==> src/rtl/ysyx_25020047_ifu.sv <==
// ysyx_25020047_ifu -- instruction fetch unit
//
// Accepts a fetch address from the PC unit, issues a single level-held read
// to instruction memory, and presents the returned word to decode with a
// valid/ready handshake. Bus errors, fetch timeouts and (optionally)
// misaligned addresses park the unit in a sticky error state until reset.
//
// Optional feature macro: YSYX_25020047_IFU_ALIGN_CHK_EN
//   defined   -> pc[1:0] != 2'b00 is rejected in IDLE with cause 2'b10
//   undefined -> pc is forwarded unaltered, cause 2'b10 never produced
//
// Parameters:
//   TIMEOUT            max WAIT cycles without a response before timeout
// Ports:
//   clk_i              clock, rising edge
//   rst_i              synchronous active-high reset
//   pc_i/pc_valid_i    fetch address from PC unit
//   pc_ready_o         IFU accepts pc this cycle (IDLE only)
//   imem_req_o         read request, high for the whole WAIT state
//   imem_addr_o        read address, stable during WAIT
//   imem_rvalid_i      read data valid
//   imem_rdata_i       read data
//   imem_err_i         bus error response
//   inst_o/inst_pc_o   fetched instruction and its address
//   inst_valid_o       inst/inst_pc valid (VALID only)
//   inst_ready_i       decode consumes inst this cycle
//   fetch_err_o        sticky fault flag
//   fetch_err_cause_o  01 bus error, 10 misaligned, 11 timeout, 00 none
//
// state | meaning
// ------+--------------------------------------------------
// IDLE  | ready for a new pc
// WAIT  | request outstanding, counting cycles to timeout
// VALID | instruction held for decode until inst_ready
// ERR   | terminal fault, left only by reset

module ysyx_25020047_ifu #(
    parameter logic [15:0] TIMEOUT = 16'd1024
) (
    input  logic        clk_i,
    input  logic        rst_i,
    input  logic [31:0] pc_i,
    input  logic        pc_valid_i,
    output logic        pc_ready_o,
    output logic        imem_req_o,
    output logic [31:0] imem_addr_o,
    input  logic        imem_rvalid_i,
    input  logic [31:0] imem_rdata_i,
    input  logic        imem_err_i,
    output logic [31:0] inst_o,
    output logic [31:0] inst_pc_o,
    output logic        inst_valid_o,
    input  logic        inst_ready_i,
    output logic        fetch_err_o,
    output logic [1:0]  fetch_err_cause_o
);

    typedef enum logic [1:0] {
        IDLE  = 2'd0,
        WAIT  = 2'd1,
        VALID = 2'd2,
        ERR   = 2'd3
    } state_t;

    localparam logic [1:0] CAUSE_NONE    = 2'b00;
    localparam logic [1:0] CAUSE_BUS     = 2'b01;
    localparam logic [1:0] CAUSE_TIMEOUT = 2'b11;
`ifdef YSYX_25020047_IFU_ALIGN_CHK_EN
    localparam logic [1:0] CAUSE_MISALIGN = 2'b10;
`endif

    state_t      state_q, state_d;
    logic [31:0] addr_q, addr_d;
    logic [31:0] inst_q, inst_d;
    logic [31:0] inst_pc_q, inst_pc_d;
    logic [1:0]  cause_q, cause_d;
    logic [15:0] cnt_q, cnt_d;

    always_ff @(posedge clk_i) begin
        if (rst_i) begin
            state_q   <= IDLE;
            addr_q    <= 32'h0;
            inst_q    <= 32'h0;
            inst_pc_q <= 32'h0;
            cause_q   <= CAUSE_NONE;
            cnt_q     <= 16'd0;
        end else begin
            state_q   <= state_d;
            addr_q    <= addr_d;
            inst_q    <= inst_d;
            inst_pc_q <= inst_pc_d;
            cause_q   <= cause_d;
            cnt_q     <= cnt_d;
        end
    end

    always_comb begin
        state_d   = state_q;
        addr_d    = addr_q;
        inst_d    = inst_q;
        inst_pc_d = inst_pc_q;
        cause_d   = cause_q;
        cnt_d     = cnt_q;
        case (state_q)
            IDLE: begin
                if (pc_valid_i) begin
                    inst_pc_d = pc_i;
                    cnt_d     = 16'd0;
`ifdef YSYX_25020047_IFU_ALIGN_CHK_EN
                    if (pc_i[1:0] != 2'b00) begin
                        state_d = ERR;
                        cause_d = CAUSE_MISALIGN;
                    end else begin
                        addr_d  = pc_i;
                        state_d = WAIT;
                    end
`else
                    addr_d  = pc_i;
                    state_d = WAIT;
`endif
                end
            end
            WAIT: begin
                // Error beats data; data beats the timeout in the same cycle.
                if (imem_err_i) begin
                    state_d = ERR;
                    cause_d = CAUSE_BUS;
                end else if (imem_rvalid_i) begin
                    inst_d  = imem_rdata_i;
                    state_d = VALID;
                end else if (cnt_q == TIMEOUT - 16'd1) begin
                    state_d = ERR;
                    cause_d = CAUSE_TIMEOUT;
                end else begin
                    cnt_d = cnt_q + 16'd1;
                end
            end
            VALID: begin
                if (inst_ready_i) begin
                    state_d = IDLE;
                end
            end
            ERR: begin
                state_d = ERR;
            end
            default: begin
                state_d = IDLE;
            end
        endcase
    end

    assign pc_ready_o        = (state_q == IDLE);
    assign imem_req_o        = (state_q == WAIT);
    assign imem_addr_o       = addr_q;
    assign inst_o            = inst_q;
    assign inst_pc_o         = inst_pc_q;
    assign inst_valid_o      = (state_q == VALID);
    assign fetch_err_o       = (state_q == ERR);
    assign fetch_err_cause_o = cause_q;

endmodule
==> config.mk <==
export PLATFORM = sky130hd
export DESIGN_NAME = ysyx_25020047_ifu
export DESIGN_NICKNAME = d
export VERILOG_FILES = /design/src/rtl/ysyx_25020047_ifu.sv
export SDC_FILE = /design/constraint.sdc
export NUM_CORES = 1
export LEC_CHECK = 0
export ABC_AREA = 1
export BUFFER_PORTS_ARGS = -buffer_cell sky130_fd_sc_hd__clkbuf_2
export CAP_MARGIN = 0
export CORE_MARGIN = 2
export CORE_UTILIZATION = 45
export DETAILED_ROUTE_END_ITERATION = 8
export PLACE_DENSITY = 0.78
export SETUP_SLACK_MARGIN = 0.3
export SLEW_MARGIN = 20
export SYNTH_ARGS = -nofsm -noshare
export SYNTH_HDL_FRONTEND = slang
export SYNTH_SLANG_ARGS = --single-unit
==> constraint.sdc <==
create_clock -name clk_i -period 2.45 [get_ports clk_i]
set_clock_uncertainty 0.2 [all_clocks]
set_input_delay 0.49 -clock clk_i [delete_from_list [all_inputs] [get_ports clk_i]]
set_output_delay 0.49 -clock clk_i [all_outputs]
set_load 0.1 [all_outputs]
# Yosys cells after proc, flatten, opt, wreduce, memory -nomap -nowiden
# Index checks and enable logic that the tools add are counted.
# word_totals
regBits	84
out_inout_bits	102
input_bits	70
# classes
bitwise_logic	1
reduce_logical	8
n_eq_ne	11
add_sub_neg	1
mux	13
# ops
cell	count
two-way mux 16 bit	4
case mux 16 bit (2 select lines)	1
adder 16 x 1 -> 16 bit, second input constant	1
== test 16 x 10 -> 1 bit, second input constant	1
two-way mux 2 bit	7
AND reduction 3 bit	3
!= test 2 bit, second input constant	4
case mux 2 bit (4 select lines)	1
AND reduction 5 bit	1
== test 2 bit, second input constant	2
!= test 2 x 1 -> 1 bit, second input constant	2
!= test 4 x 1 -> 1 bit, second input constant	1
nonzero test 2 bit	2
== test 2 x 1 -> 1 bit, second input constant	1
logical NOT 2 bit	1
AND reduction 2 bit	1
inverter 1 bit	1

# Depth between registers and ports, before layout
# logic_depth
ltp_word	5
mapped_depth	12

# Least setup slack after synthesis
# No wires, ideal clock.
# synth_timing
path_type	reg-to-reg
from	register state_q[0]
to	register cnt_q[8]
period_less_slack_ns	2.951
slack_ns	-0.501
path_stages_with_launch	9
arrival_time_ns	2.641
path_cell_list	dfxtp_1 > nor2_1 > nand2_1 > nand2_2 > inv_2 > nor2_2 > nand2_1 > nand2_1 > nor2_1
# synth_between
elab_chain_len	3
elab_cells_between_ends	9
# synth_lines
element	line_no	source
from (decl)	72	state_t state_q, state_d;
from (signal assigned)	88	state_q <= state_d;
logical NOT 2 bit (*)	-	
via pc_ready_o	44	output logic pc_ready_o,
!= test 2 bit (no source line) / nonzero test 2 bit (equally long branches)	-	
AND reduction 5 bit (no source line)	-	
to (signal assigned)	93	cnt_q <= cnt_d;
to (decl)	77	logic [15:0] cnt_q, cnt_d;
# Mark *: on every way through the listed nets, which the timed path passes. The rest lies on a longest branch.
# A chain may end at the register's enable or synchronous reset.

# Final worst setup path
# layout_timing
from	register state_q[1]
to	output port imem_req_o
# layout_between
elab_chain_len	1
# layout_lines
element	line_no	source
== test 2 x 1 -> 1 bit	153	assign imem_req_o = (state_q == WAIT);
to (decl)	45	output logic imem_req_o,
# No other way between the ends.

==> run metrics <==
Mapped Cells 515; worst path cell trace inv_2 -> nand2_4 -> inv_2 -> clkbuf_4; min Tclk post-route 2040 ps; critical setup path kind reg2out; die span in x 94.2 µm; max incr delay on CP 370 ps; Initial Util 46.9%; Pleak 2.31 nW; drt first pass iters 4; Slew @ Worst Pin 973 ps; RSZ-0062 raised after global routing false; ant diodes 0; flop2flop setup slack 510 ps; Fmax achieved 0.489 GHz; max_cap viols 0; Post-CTS Hold Fix Bufs 0; Worst-path clk slew 90 ps; FILL cells 766; Post-route DRC 0; critical path endpoint category primary output; Final Slew Violations 0; global-route wire length before repair 14.8 mm; hpwl dp 6.63 mm; Die ar. 0.00887 mm²; peak supply drop 455 µV; WP depth 4; CP most frequent cell inv_2; critical path arrival 1350 ps; Tightest Hold Check Type in2reg; Buf/Inv on CP 3; Finished Layout Cells 755; Final Hold Viols 0; GR Util All Layers 21.0%; most frequent cells in the layout 168 x clkbuf_2, 150 x nor2_1, 83 x dfxtp_1; dpl cells 739; worst setup path start state_q[1]$_SDFFE_PP0P_; clock buffer depth 2; post-CTS setup buffer count 0; DR iter-0 viols 164; most common cell after layout, fill and taps aside clkbuf_2; DR vias/cell 4.77; H-tree depth 3; count of unique library cells instantiated by Yosys 26; CTS tree yes; Vias 3599; Setup crit end imem_req_o; # nets final 719; Power Dens Cells 865 mW/mm²; worst hold slack 163 ps; initial antenna violation count 0; Die Y 94.2 µm; synth warn 0; Final Setup Violations 0; Worst Setup Start Kind flip-flop; RR Endpoint cnt_q[14]$_SDFFE_PP0P_; routed wire length 9.05 mm; Clock Latency Late Sink 340 ps; final setup TNS 0 ps; CTS resizes 3; Max FO, Critical Path 9; WL/cell 12.0 µm; Antenna Nets Post-Route 0; FF+latch count, synth 84; Avg Cell Area, Syn 7.10 µm²; Syn Nets 586; largest net degree at the start of global routing 34; Mapped Area 0.00366 mm²; post-synthesis sequential area ratio 46.0%; Area growth syn-to-layout 24.0%; layout cells sized above 1 32.8%; clock root cell clkbuf_8; outcome complete, no violations; Num CTS Buffers 9; CP top delay family buffers and inverters; max_slew headroom 35.1%; Period Utilization, post-route 83.5%; Placer Congestion 0.862; reg2reg path depth 11; I/O pins 172; Cell Rows 32; port bufs 171; Core Box Area 0.00781 mm²; vias in the first global route 3341; clock sinks 84; Critical Path RT 1760 ps; highest-delay cell along the critical path dfxtp_1; grt ovf 0; Reg2Reg Launch Point cnt_q[1]$_SDFFE_PP0P_
==> synthesized netlist by cell type <==
cell type,n,area [µm²]
buf_6,1,11.3
xor2_1,5,43.8
ha_1,1,12.5
dfxtp_1,84,1680
clkinv_1,1,3.75
nand2_4,1,11.3
nand3_2,2,20.0
nand2_2,3,18.8
buf_2,5,25.0
xnor2_1,1,8.76
o21ai_0,65,325
nand3_1,7,35.0
inv_1,28,105
o21ai_1,2,10.0
nor2_2,5,31.3
nand4_1,7,43.8
inv_2,7,26.3
nand2_1,72,270
clkbuf_1,15,56.3
nor2_4,2,22.5
nor3_1,2,10.0
a21oi_1,13,65.1
nor4_1,1,6.26
buf_1,1,3.75
buf_4,32,240
nor2_1,152,571
==> flip-flops by register name (all words and copies together) (netlist names) <==
register / flops
state_q: 2
inst_o: 32
fetch_err_cause_o: 2
cnt_q: 16
inst_pc_o: 32
==> worst min path at each step <==
stage / from / slack (ps) / cells after the start / end
final: imem_rdata_i[10] / 160 / 3 / inst_o[10]$_SDFFE_PP0P_
after floorplan: cnt_q[1]$_SDFFE_PP0P_ / 250 / 2 / cnt_q[1]$_SDFFE_PP0P_
after global routing: imem_rdata_i[22] / 160 / 3 / inst_o[22]$_SDFFE_PP0P_
after global placement: fetch_err_cause_o[0]$_SDFFE_PP0P_ / 250 / 2 / fetch_err_cause_o[0]$_SDFFE_PP0P_
after CTS: imem_rdata_i[15] / 150 / 3 / inst_o[15]$_SDFFE_PP0P_
after detailed placement: fetch_err_cause_o[0]$_SDFFE_PP0P_ / 250 / 2 / fetch_err_cause_o[0]$_SDFFE_PP0P_
==> power breakdown <==
part / internal [W] / leakage [nW] / switching (W)
sequential: 0.00145 / 0.687 / 0.0000646
clock: 0.000382 / 0.0929 / 0.000508
combinational: 0.000208 / 1.53 / 0.00131
==> kinds of logic (layout without fill, tap and decap cells) <==
group | count (synthesis) | after routing | synth area share [%]
and+or+nand+nor | 254 | 254 | 28.4
buffers and inverters | 90 | 228 | 12.9
xor gates and xnor gates | 6 | 6 | 1.44
adders and majority gates | 1 | 1 | 0.342
AOI/OAI and AO/OA | 80 | 80 | 10.9
DFF | 84 | 84 | 46.0
==> per-stage QoR <==
step / power (W) / worst slack (ps) / cell area [µm²] / util (%)
2_1_floorplan: 0.00289 / 386 / 3670 / -
3_3_place_gp: 0.00306 / 503 / 4350 / 55.8
3_5_place_dp: 0.00307 / 445 / 4350 / 55.8
4_1_cts: 0.00396 / 271 / 4540 / 58.1
5_1_grt: 0.00409 / 320 / 4540 / 58.1
6_report: 0.00392 / 405 / 4540 / 58.1
==> per-layer routing <==
| metal | global-route usage, % | share of wire [%] | up-vias |
|---|---|---|---|
| met5 | 0 | 0 | - |
| met3 | 6.26 | 7.8 | 11 |
| li1 | - | - | 1844 |
| met2 | 36.5 | 47 | 140 |
| met4 | 8.45 | 1.6 | 0 |
| met1 | 24.0 | 43 | 1604 |
==> area by class of cell <==
class / count / area [µm²] / share of cell area [%]
clock inverter: 6 / 47.5 / 1.05
timing repair buffer: 176 / 901 / 19.9
inverter: 36 / 135 / 2.98
tap: 102 / 128 / 2.81
multi-input combinational: 341 / 1520 / 33.4
clock buffer: 10 / 128 / 2.81
sequential: 84 / 1680 / 37.1
==> worst reg2reg max path, delay by kind of cell (launching register included) <==
| kind | cells | cell delay (ps) |
|---|---|---|
| fa+ha+maj | 1 | 190 |
| flops | 1 | 370 |
| buf+inv | 2 | 160 |
| simple gates | 8 | 980 |
(Power assumes the default switching activity.)
